`config.mk`:
```
export PLATFORM = sky130hd
export DESIGN_NAME = alu_arbiter
export DESIGN_NICKNAME = d
export VERILOG_FILES = /design/src/rtl/alu_arb_pkg.sv /design/src/rtl/alu.sv /design/src/rtl/alu_arb_rr.sv /design/src/rtl/alu_arbiter.sv
export SDC_FILE = /design/constraint.sdc
export NUM_CORES = 1
export LEC_CHECK = 0
export ABC_AREA = 1
export BUFFER_PORTS_ARGS = -buffer_cell sky130_fd_sc_hd__buf_2
export CAP_MARGIN = 15
export CELL_PAD_IN_SITES_DETAIL_PLACEMENT = 2
export CELL_PAD_IN_SITES_GLOBAL_PLACEMENT = 2
export CORE_MARGIN = 1
export CORE_UTILIZATION = 32
export DETAILED_ROUTE_END_ITERATION = 8
export PLACE_DENSITY_LB_ADDON = 0.2
export SLEW_MARGIN = 20
export SYNTH_ARGS = -nofsm -noshare
export SYNTH_HDL_FRONTEND = slang
export SYNTH_SLANG_ARGS = --single-unit
export TNS_END_PERCENT = 50
```
`constraint.sdc`:
```
create_clock -name clk -period 4.05 [get_ports clk]
set_clock_uncertainty 0.2 [all_clocks]
set_input_delay 1.0125 -clock clk [delete_from_list [all_inputs] [get_ports clk]]
set_output_delay 1.0125 -clock clk [all_outputs]
set_load 0.03 [all_outputs]
```
`src/rtl/alu_arb_pkg.sv`:
```
// Shared types and constants for the two-requester ALU arbiter.
// The configuration macro ALU_ARB_FIXED_PRIO_EN selects fixed-priority grant instead of round-robin.
package alu_arb_pkg;

    localparam int W_DEF   = 4;
    localparam int OPW_DEF = 3;
    localparam int CNT_W   = 8;

    typedef enum logic [1:0] {
        IDLE = 2'd0,
        EXEC = 2'd1,
        RESP = 2'd2
    } state_e;

    typedef logic req_id_t;

    function automatic logic [1:0] id2oh(input req_id_t id);
        return id ? 2'b10 : 2'b01;
    endfunction

endpackage

```
`src/rtl/alu.sv`:
```
// Shared combinational ALU: a, b (W bits) and select s -> y (2W bits).
// Ops: 0 add, 1 sub, 2 mul, 3 and, 4 or, 5 xor, 6 concat {a,b}, 7 shift a left by b.
module alu #(
    parameter int W   = 4,
    parameter int OPW = 3
) (
    input  logic [W-1:0]   a,
    input  logic [W-1:0]   b,
    input  logic [OPW-1:0] s,
    output logic [2*W-1:0] y
);

    logic [2*W-1:0] ax;
    logic [2*W-1:0] bx;

    assign ax = (2*W)'(a);
    assign bx = (2*W)'(b);

    always_comb begin
        y = '0;
        case (s)
            OPW'(0): y = ax + bx;
            OPW'(1): y = ax - bx;
            OPW'(2): y = ax * bx;
            OPW'(3): y = ax & bx;
            OPW'(4): y = ax | bx;
            OPW'(5): y = ax ^ bx;
            OPW'(6): y = {a, b};
            OPW'(7): y = ax << b;
            default: y = '0;
        endcase
    end

endmodule

```
`src/rtl/alu_arb_rr.sv`:
```
// Two-input grant: round-robin by default, fixed priority (requester 0 wins)
// when ALU_ARB_FIXED_PRIO_EN is defined. Grant outputs are combinational.
module alu_arb_rr
    import alu_arb_pkg::*;
(
`ifndef ALU_ARB_FIXED_PRIO_EN
    input  logic    clk,
    input  logic    rst_n,
    input  logic    accept_i,
`endif
    input  logic [1:0] req_i,
    output logic [1:0] gnt_o,
    output req_id_t    gnt_id_o
);

`ifdef ALU_ARB_FIXED_PRIO_EN
    always_comb begin
        gnt_id_o = req_i[0] ? 1'b0 : 1'b1;
        gnt_o    = req_i[0] ? 2'b01 : {req_i[1], 1'b0};
    end
`else
    // prio_q names the requester that wins a tie; it moves only on an accepted transfer.
    req_id_t prio_q;

    always_comb begin
        if (req_i == 2'b11) begin
            gnt_id_o = prio_q;
        end else begin
            gnt_id_o = req_i[0] ? 1'b0 : 1'b1;
        end
        gnt_o = (req_i == 2'b00) ? 2'b00 : id2oh(gnt_id_o);
    end

    always_ff @(posedge clk or negedge rst_n) begin
        if (!rst_n) begin
            prio_q <= 1'b0;
        end else if (accept_i) begin
            prio_q <= ~gnt_id_o;
        end
    end
`endif

endmodule

```
`src/rtl/alu_arbiter.sv`:
```
// Two requesters share one ALU through an IDLE -> EXEC -> RESP handshake FSM.
// ALU_ARB_FIXED_PRIO_EN switches the grant policy to fixed priority.
module alu_arbiter
    import alu_arb_pkg::*;
#(
    parameter int W   = W_DEF,
    parameter int OPW = OPW_DEF
) (
    input  logic                  clk,
    input  logic                  rst_n,
    input  logic [1:0]            req_valid_i,
    output logic [1:0]            req_ready_o,
    input  logic [1:0][W-1:0]     req_a_i,
    input  logic [1:0][W-1:0]     req_b_i,
    input  logic [1:0][OPW-1:0]   req_op_i,
    output logic [1:0]            rsp_valid_o,
    input  logic [1:0]            rsp_ready_i,
    output logic [2*W-1:0]        rsp_y_o,
    output logic [1:0][CNT_W-1:0] done_cnt_o,
    output logic                  busy_o
);

    state_e                  state_q;
    req_id_t                 id_q;
    logic [W-1:0]            a_q;
    logic [W-1:0]            b_q;
    logic [OPW-1:0]          op_q;
    logic [2*W-1:0]          rsp_y_q;
    logic [1:0]              rsp_valid_q;
    logic [1:0][CNT_W-1:0]   done_cnt_q;

    logic [1:0]              gnt;
    req_id_t                 gnt_id;
    logic                    accept;
    logic [2*W-1:0]          alu_y;

    assign accept      = (state_q == IDLE) && (gnt != 2'b00);
    assign req_ready_o = (state_q == IDLE) ? gnt : 2'b00;

    alu_arb_rr u_grant (
`ifndef ALU_ARB_FIXED_PRIO_EN
        .clk      (clk),
        .rst_n    (rst_n),
        .accept_i (accept),
`endif
        .req_i    (req_valid_i),
        .gnt_o    (gnt),
        .gnt_id_o (gnt_id)
    );

    // The ALU only ever sees latched operands, so requesters may change req_* freely after acceptance.
    alu #(.W(W), .OPW(OPW)) u_alu (
        .a (a_q),
        .b (b_q),
        .s (op_q),
        .y (alu_y)
    );

    always_ff @(posedge clk or negedge rst_n) begin
        if (!rst_n) begin
            state_q     <= IDLE;
            id_q        <= 1'b0;
            a_q         <= '0;
            b_q         <= '0;
            op_q        <= '0;
            rsp_y_q     <= '0;
            rsp_valid_q <= 2'b00;
            done_cnt_q  <= '0;
        end else begin
            case (state_q)
                IDLE: begin
                    if (accept) begin
                        a_q     <= req_a_i[gnt_id];
                        b_q     <= req_b_i[gnt_id];
                        op_q    <= req_op_i[gnt_id];
                        id_q    <= gnt_id;
                        state_q <= EXEC;
                    end
                end
                EXEC: begin
                    rsp_y_q     <= alu_y;
                    rsp_valid_q <= id2oh(id_q);
                    state_q     <= RESP;
                end
                RESP: begin
                    if (rsp_ready_i[id_q]) begin
                        rsp_valid_q        <= 2'b00;
                        done_cnt_q[id_q]   <= done_cnt_q[id_q] + 8'd1;
                        state_q            <= IDLE;
                    end
                end
                default: state_q <= IDLE;
            endcase
        end
    end

    assign rsp_valid_o = rsp_valid_q;
    assign rsp_y_o     = rsp_y_q;
    assign done_cnt_o  = done_cnt_q;
    assign busy_o      = (state_q != IDLE);

endmodule

```
# Word level (Yosys, flattened, before mapping)
# Index checks and enable logic that the tools add are counted.
totals:
  regBits: 41
  latchBits: 0
  mem_bits_rw: 0
  rom_bits: 0
  inputBits: 28
  out_inout_bits: 29
  elab_cells: 70
  memories: 0
classes:
  add_sub_neg: 3
  mul: 1
  div: 0
  order_cmp: 3
  n_eq_ne: 12
  shift: 1
  mux: 24
  bitwise: 4
  reduce_logical: 12
op_table:
  columns: ["op", "n"]
  rows:
  - ["$pmux 8 s8", 1]
  - ["$mux 8", 3]
  - ["$bwmux 16", 1]
  - ["$mux 4", 4]
  - ["$eq 3x3->1 const B", 4]
  - ["$mux 2", 6]
  - ["$add 8x1->8 const B", 1]
  - ["$demux 8 s1", 1]
  - ["$mul 4x4->8", 1]
  - ["$reduce_and 2->1", 4]
  - ["$shl 4x4->8", 1]
  - ["$eq 3x2->1 const B", 2]
  - ["$mux 3", 2]
  - ["$pmux 2 s3", 1]
  - ["$reduce_bool 2->1", 3]
  - ["$add 4x4->5", 1]
  - ["$sub 4x4->5", 1]
  - ["$and 4x4->4", 1]
  - ["$eq 2x2->1 const B", 2]
  - ["$logic_not 2->1", 2]
  - ["$lt 1x2->1 const B", 2]
  - ["$mux 1", 4]
  - ["$ne 2x2->1 const B", 2]
  - ["$or 4x4->4", 1]
  - ["8 further kinds", 9]

# Depth between registers and ports, before layout
# Gate-level depths: netlist of the first run.
depth:
  depth_word: 8
  ltp_mapped: 16
  depth_no_buf: 15

# Hierarchy
# From an unflattened synthesis of the first run, not the netlist that was laid out.
unflattened:
  hier_cells: 452
  area_unflattened_um2: 3368.2
by_module_without_submodules:
  columns: ["module", "n_inst", "cells_per_inst", "area_per_inst_um2", "seq_area_each_um2"]
  rows:
  - ["alu_arbiter", 1, 224, 2014.4, 1001.0]
  - ["alu", 1, 218, 1292.5, 0.0]
  - ["alu_arb_rr", 1, 10, 61.3, 25.0]

# Least setup slack after synthesis of the first run
# OpenSTA, ideal clock, no wires.
synth_path:
  path_type: "reg2reg"
  start: "register b_q[2]"
  end: "register rsp_y_q[3], in the netlist rsp_y_o[3]"
  setup_ns: 0.117
  arrival_time_ns: 2.770
  t_required_ns: 3.733
  setup_slack_ns: 0.963
  stages_incl_launch_ff: 14
  path_buffers: 1
  synth_period_minus_slack_ns: 3.087
  cell_sequence: "dfrtp_1 > clkbuf_1 > nand2_1 > fa_1 > inv_1 > fa_1 > inv_1 > fa_1 > nand3b_1 > nand3_1 > nor2_1 > nand3_1 > nor2_1 > nor2_1"
synth_via:
  elab_chain_cells: 2
  word_cells_on_any_way: 5
  cone_classes: "2 x add/sub; 1 x mul; 1 x shift; 1 x mux"
synth_rtl:
  columns: ["item", "line", "source"]
  rows:
  - ["from (decl)", "alu_arbiter.sv:26", "logic [W-1:0] b_q;"]
  - ["from (signal assigned)", "alu_arbiter.sv:74", "b_q <= req_b_i[gnt_id];"]
  - ["$mul 4x4->8, or another cell as far along", "alu.sv:24", "OPW'(2): y = ax * bx;"]
  - ["$pmux 8 s8 *", "alu.sv:21", "case (s)"]
  - ["to (signal assigned)", "alu_arbiter.sv:81", "rsp_y_q <= alu_y;"]
  - ["to (decl)", "alu_arbiter.sv:28", "logic [2*W-1:0] rsp_y_q;"]
# Mark *: on every way between the ends. The rest lies on a longest branch, timed or not.
# A chain may end at the register's enable or synchronous reset.

# Worst setup path in the final report of the first run
# Same ends and word-level chain as after synthesis.

==> metrics.md, run 1 <==
| Metric | Value |
|---|---|
| Clock group share of total power | `9.0%` |
| H-Tree Depth | `2` |
| Syn Inst Count | `463` |
| CP max-delay cell | `dfrtp_1` |
| Commonest non-fill, non-tap cell in the layout | `nand2_1` |
| Hold buffers post-CTS | `0` |
| Post-route ant nets | `0` |
| Synth Cell Area | `3270 um2` |
| Arrival time worst endpoint | `~3.3 ns` |
| Multi-input gate area | `between 1500 and 2000 um2` |
| Cell row count | `36` |
| Synth cell types | `34` |
| Global-route usage over all layers | `22.5%` |
| Min-delay src | `rsp_y_o[7]` |
| Comb power frac | `65.0%` |
| 1st-iter DRT viols | `about 110` |
| DP Area | `3640 um2` |
| Via-to-Cell Ratio | `around 5.1` |
| IO Count | `between 50 and 60` |
| GRT overflow | `0` |
| Pleak | `roughly 2 nW` |
| Sw power | `about 0.0018 W` |
| Slew headroom | `34.4%` |
| Die height | `103 um` |
| Core area | `a little under 10000 um2` |
| Clock Pin Slew Worst Setup and Hold Paths | `0.08 ns` |
| RSZ-0062 raised after global routing | `no` |
| Fmax | `between 300 and 400 MHz` |
| Share of the yosys chip area belonging to registers | `31.4%` |
| R2r startpoint | `b_q[2]` |
| Maximum vdd drop | `277 uV` |
| GP Congestion | `0.860` |
| Critical path cell sequence | `nand2_1, fa_1, inv_1, fa_1, inv_1, fa_1, nand3b_1, nand3_1, nor2_1, nand3_1, nor2_1, nor2_1` |
| Crit start category | `flip-flop` |
| TritonRoute pass-1 iters | `4` |
| Fin. max-slew vios | `0` |
| Min Tclk post-route | `3.32 ns` |
| Worst setup margin | `around 0.73 ns` |
| Die Area | `roughly 11000 um2` |
| CTS-repair resized insts | `0` |
| Pwr dens | `856 nW/um2` |
| Net Sw Frac | `56.6%` |
| Hold Crit Class | `flip-flop to flip-flop` |
| TritonCTS Buffers | `5` |
| Most frequent cells in the layout | `161 x nand2_1, 56 x buf_2, 53 x inv_1` |
| Final nets | `572` |
| Root buffer cell | `clkbuf_8` |
| Reg2Reg Setup Slack | `0.73 ns` |
| Die Span X | `~100 um` |
| WL final | `11200 um` |
| Reg power frac | `a little over a quarter` |
| TritonCTS clock tree | `done` |
| Critical Path Sink Type | `flip-flop` |
| Final Setup Violations | `0` |
| Vias in the first global route | `3438` |
| Mean Syn Cell Area | `7.07 um2` |
| Routed via count | `between 3000 and 4000` |
| Setup WS pre-CTS | `0.726 ns` |
| Max-Cap Viols | `0` |
| Initial Utilization | `33.3%` |
| CP peak stage delay | `0.59 ns` |
| Clock sink total | `41` |
| PortBufs | `56` |
| Reg area | `1030 um2` |
| Worst hold endpoint | `rsp_y_o[7]` |
| Run status | `complete, no violations` |
| Antenna Cells | `0` |
| Post-layout instance area | `3730 um2` |
| Final HPWL DP | `9110 um` |
| Initial antenna violation count | `0` |
| Drc violations | `0` |
| Largest net degree at the start of global routing | `42` |
| Seq cells post-synth | `41` |
| P_int | `0.00139 W` |
| Synthesis Warnings | `0` |
| Layout fillers | `1263` |
| Tcrit/Tclk final | `81.9%` |
| Worst Path Required | `4.04 ns` |
| Worst R2R Path Depth | `12` |
| Layout cells sized above 1 | `16.8%` |
| Crit Path Class | `flip-flop to flip-flop` |
| First-pass GRT wire length | `18100 um` |
| Layout area overhead | `14.1%` |
| WHS Path Cells | `2` |
| Clk_lat worst skew | `0.30 ns` |
| Crit Reg-Reg Endpoint | `rsp_y_o[3]` |
| Crit-path max FO | `12` |
| Mapped Nets | `523` |
| Measured slew at the worst slew-check pin | `slightly below 1 ns` |
| Drt wl/cell | `17.3 um` |
| Fin. Hold Viols | `0` |
| Setup TNS | `0 ns` |
| Post-CTS Setup Bufs | `0` |
| Clock Tree Buf Depth | `2` |
[stage by stage]
stage	cells	power, W	hold slack, ns	utilization [%]
after global routing	645	0.00353	0.328	38.0
after CTS	645	0.00324	0.302	38.0
after detailed placement	638	0.00293	0.280	37.1
final	645	0.00320	0.292	38.0
after global placement	638	0.00283	0.278	37.1
after floorplan	463	0.00228	0.274	-
[metal layers]
metal / vias up / GRT usage (%) / wire, um / share of wire [%]
li1: 1574 / - / - / -
met1: 1623 / 28.6 / 4870 / 44
met2: 60 / 42.1 / 5890 / 53
met3: 6 / 2.44 / 362 / 3.2
met4: 0 / 2.60 / 57 / 0.51
met5: - / 0 / 0 / 0
[critical path: cells and delay by family (launching register included)]
family,cells,cell delay (ns)
fa+ha+maj,3,1.62
simple gates,7,0.69
flops,1,0.59
buf+inv,2,0.12
[power by group through the flow]
stage	combinational (W)	clock, W	sequential, W
2_1_floorplan	0.00141	0	0.000865
3_3_place_gp	0.00200	0	0.000826
3_5_place_dp	0.00209	0	0.000841
4_1_cts	0.00211	0.000292	0.000834
5_1_grt	0.00236	0.000305	0.000864
6_report	0.00208	0.000286	0.000831
[cell usage after synthesis]
library cell  number  share of area [%]
clkbuf_1           3               0.34
buf_4              3               0.69
o211ai_1          12                2.8
nand2_2            4               0.76
o21ai_2            2               0.54
nor3_2             1               0.31
nor3_1             1               0.15
clkinv_1           1               0.11
buf_6              1               0.34
nor2_2             2               0.38
o21ai_1            8                1.2
nand3b_1           4               0.92
fa_1               6                3.7
nand2_4            3                1.0
and3_1             2               0.38
xor2_1             1               0.27
a31oi_1            1               0.19
or2_2              1               0.19
buf_2              9                1.4
nor2_4             4                1.4
inv_2              4               0.46
nand2_1          161                 18
and2_1             1               0.19
o21ai_0           16                2.4
nor2_1            27                3.1
nand3_1           35                5.4
inv_1             53                6.1
xnor2_1            4                1.1
ha_1              26                9.9
dfrtp_1           41                 31
or2_1              1               0.19
a21oi_1           13                2.0
a22oi_1            1               0.23
nand4_1           11                2.1
[registers in the layout, summed over array words and instances (netlist names)]
register / flops
done_cnt_o: 16
rsp_y_o: 8
a_q: 4
b_q: 4
op_q: 3
rsp_valid_o: 2
state_q: 2
id_q: 1
u_grant.prio_q: 1
[cell type report]
cell class	instances	share of cell area, %
timing repair buffer	58	7.91
multi-input combinational	348	51.9
sequential	41	27.5
clock inverter	1	0.201
clock buffer	6	2.21
inverter	58	5.83
tap	133	4.46
[worst max path at each step]
stage,start,to,slack (ns),depth (start not counted)
after floorplan,b_q[2],rsp_y_o[3],0.96,13
after global placement,req_valid_i[1],req_ready_o[1],0.88,6
after detailed placement,b_q[2],rsp_y_o[3],0.73,12
after CTS,b_q[2],rsp_y_o[3],0.71,12
after global routing,b_q[2],rsp_y_o[3],0.52,12
final,b_q[2],rsp_y_o[3],0.73,12
[cell families (layout without fill, tap and decap cells)]
group,after synthesis,in the layout,share of synthesized area (%)
adders and majority gates,32,32,13.6
xor gates and xnor gates,5,5,1.34
AOI/OAI and AO/OA,53,53,9.37
and+or+nand+nor,258,258,34.9
DFF,41,41,31.4
buffers and inverters,74,123,9.41
Note: power is estimated with default switching activity, not from simulation.
==> inputs of run 2 (changes only) <==
==> constraint.sdc (replaced) <==
create_clock -name clk -period 3.17 [get_ports clk]
set_clock_uncertainty 0.2 [all_clocks]
set_input_delay 0.7925 -clock clk [delete_from_list [all_inputs] [get_ports clk]]
set_output_delay 0.7925 -clock clk [all_outputs]
set_load 0.03 [all_outputs]
==> run 2 against run 1 <==
Net effect: global-route usage about the same; first-iteration DRC count is 8.5% lower; worst setup slack got worse by 0.59 ns; wire length up 0.97%; non-clock buffer count up 12; sequential power increased by 18%; critical endpoint unchanged.
==> metrics.md, run 2 (synthesized netlist as in run 1, its figures left out) <==
| Metric | Value |
|---|---|
| Comb power frac | `66.0% (+1.0 points)` |
| Cell row count | `36 (unchanged)` |
| Sw power | `0.00240 W (+33%)` |
| Fin. max-slew vios | `0 (unchanged)` |
| Arrival time worst endpoint | `3.02 ns (-0.29 ns)` |
| Net Sw Frac | `54.3% (-2.3 points)` |
| TritonCTS Buffers | `5 (unchanged)` |
| 1st-iter DRT viols | `97 (-8.5%)` |
| Crit-path max FO | `6 (-6)` |
| Worst R2R Path Depth | `12 (unchanged)` |
| Die height | `103 um (unchanged)` |
| Min-delay src | `rsp_y_o[7]` |
| P_int | `0.00202 W (+46%)` |
| H-Tree Depth | `2 (unchanged)` |
| Tcrit/Tclk final | `95.5% (+14 points)` |
| RSZ-0062 raised after global routing | `no` |
| Critical Path Sink Type | `flip-flop` |
| Pwr dens | `1140 nW/um2 (+33%)` |
| Most frequent cells in the layout | `161 x nand2_1, 56 x buf_2, 53 x inv_1` |
| Placed instance count | `647 (+1.4%)` |
| Global-route usage over all layers | `22.5% (-0.040 points)` |
| CP peak stage delay | `0.56 ns (-0.03 ns)` |
| Reg2Reg Setup Slack | `0.14 ns (-0.59 ns)` |
| Vias in the first global route | `3577 (+4.0%)` |
| IO Count | `57 (unchanged)` |
| Crit Path Class | `flip-flop to flip-flop` |
| Initial antenna violation count | `0 (unchanged)` |
| Min Tclk post-route | `3.03 ns (-0.291 ns)` |
| Maximum vdd drop | `436 uV (+57%)` |
| Measured slew at the worst slew-check pin | `0.971 ns (-0.0136 ns)` |
| Crit Reg-Reg Endpoint | `rsp_y_o[3]` |
| Pleak | `2.10 nW (+4.0%)` |
| Clk_lat worst skew | `0.30 ns (about the same)` |
| Run status | `complete, no violations` |
| Root buffer cell | `clkbuf_8` |
| Drt wl/cell | `17.2 um (-1.0%)` |
| Cell Count, Final, Fillers Out | `658 (+2.0%)` |
| Slew headroom | `35.3% (+0.90 points)` |
| Largest register FFs | `16 (unchanged)` |
| Post-route ant nets | `0 (unchanged)` |
| R2r startpoint | `b_q[1]` |
| Top cell by count, worst path | `nor2_1` |
| Final HPWL DP | `9070 um (-0.35%)` |
| Antenna Cells | `0 (unchanged)` |
| Clock group share of total power | `11.8% (+2.8 points)` |
| Fmax | `330 MHz (+9.6%)` |
| Via-to-Cell Ratio | `4.98 (-1.5%)` |
| Setup TNS | `0 ns (unchanged)` |
| Routed via count | `3278 (+0.46%)` |
| Die Area | `10600 um2 (unchanged)` |
| Crit start category | `flip-flop` |
| Commonest non-fill, non-tap cell in the layout | `nand2_1` |
| First-pass GRT wire length | `18200 um (+0.61%)` |
| Worst hold endpoint | `rsp_y_o[7]` |
| Max-Cap Viols | `0 (unchanged)` |
| Reg power frac | `22.2% (-3.8 points)` |
| TritonCTS clock tree | `done` |
| Initial Utilization | `33.3% (unchanged)` |
| Final nets | `584 (+2.1%)` |
| GRT overflow | `0 (unchanged)` |
| Hold buffers post-CTS | `0 (unchanged)` |
| Core area | `9820 um2 (unchanged)` |
| Largest net degree at the start of global routing | `42 (unchanged)` |
| Pwr Total | `0.00442 W (+38%)` |
| Worst Path Required | `3.16 ns (-0.88 ns)` |
| PortBufs | `56 (unchanged)` |
| Fin. Hold Viols | `0 (unchanged)` |
| Final Core Density | `39.5% (+1.4 points)` |
| Drc violations | `0 (unchanged)` |
| GP Congestion | `0.839 (-2.5%)` |
| Layout cells sized above 1 | `19.2% (+2.4 points)` |
| Die Span X | `103 um (unchanged)` |
| Layout area overhead | `18.4%` |
| Final Setup Violations | `0 (unchanged)` |
| TritonRoute pass-1 iters | `4 (unchanged)` |
| Clock Tree Buf Depth | `2 (unchanged)` |
| CP max-delay cell | `fa_1` |
| WHS Path Cells | `2 (unchanged)` |
| WL final | `11300 um (+0.97%)` |
| Critical path cell sequence | `buf_4, ha_2, ha_1, fa_1, inv_1, fa_1, nand3b_1, nand3_1, nor2_1, nand3_1, nor2_1, nor2_1` |
| Hold Crit Class | `flip-flop to flip-flop` |
| Clock Pin Slew Worst Setup and Hold Paths | `0.09 ns (about the same)` |
| Clock sink total | `41 (unchanged)` |
==> run 2: stage by stage <==
stage	hold WS (ns)	area (um2)	setup WS, ns
floorplan	0.274	3270	0.0827
global placement	0.278	3710	0.220
detailed placement	0.282	3710	0.129
CTS	0.306	3850	0.0752
global route	0.333	3870	0.0115
finish	0.299	3870	0.144
==> run 2: layer usage <==
| layer | GRT usage, % | vias to the layer above | routed length, um |
|---|---|---|---|
| met5 | 0 | - | 0 |
| met4 | 6.61 | 0 | 244 |
| met3 | 2.71 | 16 | 339 |
| met2 | 41.0 | 72 | 5700 |
| met1 | 27.7 | 1593 | 5010 |
| li1 | - | 1597 | - |
==> run 2: critical path: cells and delay by family, from the launching register on <==
family	cells	cell delay, ns
DFF	1	0.45
buffers and inverters	2	0.24
and+or+nand+nor	6	0.56
adders and majority gates	4	1.49
==> run 2: worst max-delay path by stage <==
| stage | end | from |
|---|---|---|
| after floorplan | rsp_y_o[3] | b_q[2] |
| after global placement | rsp_y_o[3] | b_q[1] |
| after detailed placement | rsp_y_o[3] | b_q[1] |
| after CTS | rsp_y_o[3] | b_q[1] |
| after global routing | rsp_y_o[3] | b_q[1] |
| final | rsp_y_o[3] | b_q[1] |
==> run 2: power groups by stage <==
stage / Sequential, W / Combinational [W] / Clock [W]
final: 0.000981 / 0.00292 / 0.000521
after global routing: 0.00101 / 0.00327 / 0.000556
after CTS: 0.000984 / 0.00290 / 0.000540
after detailed placement: 0.000996 / 0.00286 / 0
after global placement: 0.000978 / 0.00277 / 0
after floorplan: 0.00110 / 0.00180 / 0
==> run 2: layout make-up <==
| type | instances | area [um2] |
|---|---|---|
| Clock buffer | 5 | 68.8 |
| Timing Repair Buffer | 70 | 385 |
| Sequential cell | 41 | 1030 |
| Inverter | 58 | 218 |
| Tap cell | 133 | 166 |
| Clock inverter | 3 | 68.8 |
| Multi-Input combinational cell | 348 | 1940 |
| Fill cell | 1212 | 5940 |
==> run 2: timing repair <==
| action | in CTS | in global routing |
|---|---|---|
| setup endpoints to repair | 0 | 2 |
| buffers inserted | 0 | 3 |
| resized for setup | 0 | 2 |
==> inputs of run 3 (changes only) <==
--- a/config.mk
+++ b/config.mk
@@ -14,7 +14,7 @@
 export CORE_UTILIZATION = 32
 export DETAILED_ROUTE_END_ITERATION = 8
 export PLACE_DENSITY_LB_ADDON = 0.2
-export SLEW_MARGIN = 20
+export SLEW_MARGIN = 0
 export SYNTH_ARGS = -nofsm -noshare
 export SYNTH_HDL_FRONTEND = slang
 export SYNTH_SLANG_ARGS = --single-unit
==> constraint.sdc (replaced) <==
create_clock -name clk -period 2.9 [get_ports clk]
set_clock_uncertainty 0.2 [all_clocks]
set_input_delay 0.725 -clock clk [delete_from_list [all_inputs] [get_ports clk]]
set_output_delay 0.725 -clock clk [all_outputs]
set_load 0.03 [all_outputs]
==> run 3 against run 2 <==
Net effect: die area is the same; sequential power grew 9%; global-route usage grew 2.2 points; design area grew 6.7%; sequential share of layout area shrank 1.7 points; the flow now finishes with violations (negative setup slack); critical endpoint unchanged; total power grew 22%.
==> metrics.md, run 3 (synthesized netlist as in run 1, its figures left out) <==
| Metric | Value |
|---|---|
| Fin. max-slew vios | `0 (unchanged)` |
| TritonRoute pass-1 iters | `5 (+1)` |
| GP Congestion | `0.856 (+2.1%)` |
| Core area | `9820 um2 (unchanged)` |
| Reg2Reg Setup Slack | `-0.18 ns (-0.33 ns)` |
| Clock sink total | `41 (unchanged)` |
| Global-route usage over all layers | `24.7% (+2.2 points)` |
| Commonest non-fill, non-tap cell in the layout | `nand2_1` |
| Hold Crit Class | `input pin to asynchronous set/reset pin` |
| Worst Path Required | `2.92 ns (-0.24 ns)` |
| Slew headroom | `57.0% (+22 points)` |
| Critical path cell sequence | `buf_6, nand2_4, fa_1, inv_1, fa_1, inv_2, fa_2, nand3b_1, nand3_2, nor2_2, nand3_1, nor2_1, nor2_1` |
| Final Setup Violations | `4 (+4)` |
| Routed via count | `3409 (+4.0%)` |
| Failing checks | `negative setup slack` |
| Final Core Density | `42.1% (+2.6 points)` |
| Layout area overhead | `26.3%` |
| Post-layout instance area | `4130 um2 (+6.7%)` |
| Worst R2R Path Depth | `13 (+1)` |
| Fin. Hold Viols | `0 (unchanged)` |
| Run status | `finished with violations` |
| Hold buffers post-CTS | `0 (unchanged)` |
| Pleak | `2.21 nW (+5.0%)` |
| Measured slew at the worst slew-check pin | `0.645 ns (-0.326 ns)` |
| Clock Pin Slew Worst Setup and Hold Paths | `0.10 ns (about the same)` |
| Arrival time worst endpoint | `3.10 ns (+0.08 ns)` |
| Most frequent cells in the layout | `157 x nand2_1, 56 x buf_2, 51 x inv_1` |
| Drc violations | `0 (unchanged)` |
| Largest net degree at the start of global routing | `19 (-55%)` |
| IO Count | `57 (unchanged)` |
| Die Span X | `103 um (unchanged)` |
| WL final | `12500 um (+11%)` |
| Worst setup margin | `-0.182 ns (-0.326 ns)` |
| CP max-delay cell | `fa_1` |
| Setup TNS | `-0.379 ns (-0.379 ns)` |
| Via-to-Cell Ratio | `5.05 (+1.4%)` |
| Root buffer cell | `clkbuf_8` |
| Initial antenna violation count | `0 (unchanged)` |
| DP Area | `3830 um2 (+3.1%)` |
| Crit start category | `flip-flop` |
| Initial Utilization | `33.3% (unchanged)` |
| Vias in the first global route | `3660 (+2.3%)` |
| Crit Reg-Reg Endpoint | `rsp_y_o[3]` |
| Cell row count | `36 (unchanged)` |
| RSZ-0062 raised after global routing | `yes` |
| CP peak stage delay | `0.56 ns (about the same)` |
| Largest register FFs | `16 (unchanged)` |
| H-Tree Depth | `2 (unchanged)` |
| TritonCTS clock tree | `done` |
| Layout fillers | `1243 (+2.6%)` |
| Drt wl/cell | `18.5 um (+8.0%)` |
| Die Area | `10600 um2 (unchanged)` |
| Final nets | `601 (+2.9%)` |
| Placed instance count | `662 (+2.3%)` |
| Die height | `103 um (unchanged)` |
| Min Tclk post-route | `3.08 ns (+0.0563 ns)` |
| TritonCTS Buffers | `5 (unchanged)` |
| Pwr dens | `1310 nW/um2 (+15%)` |
| Tcrit/Tclk final | `106% (+11 points)` |
| 1st-iter DRT viols | `107 (+10%)` |
| Max-Cap Viols | `0 (unchanged)` |
| Crit-path max FO | `3 (-3)` |
| Post-route ant nets | `0 (unchanged)` |
| Maximum vdd drop | `432 uV (-0.73%)` |
| First-pass GRT wire length | `19500 um (+7.3%)` |
| PortBufs | `56 (unchanged)` |
| GRT overflow | `0 (unchanged)` |
| Critical Path Sink Type | `flip-flop` |
| Clock Tree Buf Depth | `2 (unchanged)` |
| Fmax | `324 MHz (-1.8%)` |
| Final HPWL DP | `9450 um (+4.1%)` |
| Cell Count, Final, Fillers Out | `675 (+2.6%)` |
| Clk_lat worst skew | `0.32 ns (+0.02 ns)` |
| Crit Path Class | `flip-flop to flip-flop` |
| Antenna Cells | `0 (unchanged)` |
| R2r startpoint | `a_q[1]` |
| Layout cells sized above 1 | `25.5% (+6.2 points)` |
## run 3: changes by cell type in the layout (fill, tap and decap cells not counted), sizes merged
cell  before  now
buf       70   87
## run 3: worst max-delay path by stage
stage | startpoint | slack [ns] | depth (start not counted) | end
floorplan | b_q[2] | 0.008 | 13 | rsp_y_o[3]
global placement | a_q[1] | 0.0003 | 12 | rsp_y_o[3]
detailed placement | b_q[3] | -0.12 | 12 | rsp_y_o[3]
CTS | a_q[1] | -0.14 | 13 | rsp_y_o[3]
global route | a_q[1] | -0.30 | 13 | rsp_y_o[3]
finish | a_q[1] | -0.18 | 13 | rsp_y_o[3]
## run 3: where the power goes
group | leakage [nW] | internal, W | switching, W | total [W]
combinational | 1.62 | 0.00137 | 0.00238 | 0.00376
sequential | 0.521 | 0.000799 | 0.000268 | 0.00107
clock | 0.0687 | 0.000347 | 0.000235 | 0.000582
## run 3: through the flow
stage                     hold WS (ns)  total power, W  setup WS [ns]
after floorplan                  0.229         0.00319        0.00843
after global placement           0.269         0.00423       0.000300
after detailed placement         0.281         0.00440         -0.122
after CTS                       0.0891         0.00518         -0.140
after global routing            0.0925         0.00584         -0.299
final                           0.0869         0.00540         -0.182
## run 3: repair_timing
item,in CTS,in global routing
resized for setup,7,17
pin swaps,2,10
buffers inserted,3,2
endpoints found under the setup margin,3,5
## run 3: layout make-up
| type | count | area (um2) | area share, % |
|---|---|---|---|
| Clock inverter | 3 | 68.8 | 1.66 |
| Tap cell | 133 | 166 | 4.03 |
| Multi-Input combinational cell | 348 | 2070 | 50.1 |
| Timing Repair Buffer | 87 | 517 | 12.5 |
| Sequential cell | 41 | 1030 | 24.8 |
| Inverter | 58 | 218 | 5.27 |
| Clock buffer | 5 | 68.8 | 1.66 |
## run 3: worst max-delay path, delay by kind of cell, from the launching register on
kind	cells	cell delay, ns
flops	1	0.40
buf+inv	3	0.23
simple gates	7	0.58
fa+ha+maj	3	1.58
## run 3: layer usage
metal	up-vias	global-route usage, %	part of all wire [%]
li1	1626	-	-
met1	1674	30.3	42
met2	80	43.9	51
met3	29	2.92	3.2
met4	0	9.64	3.2
met5	-	0	0
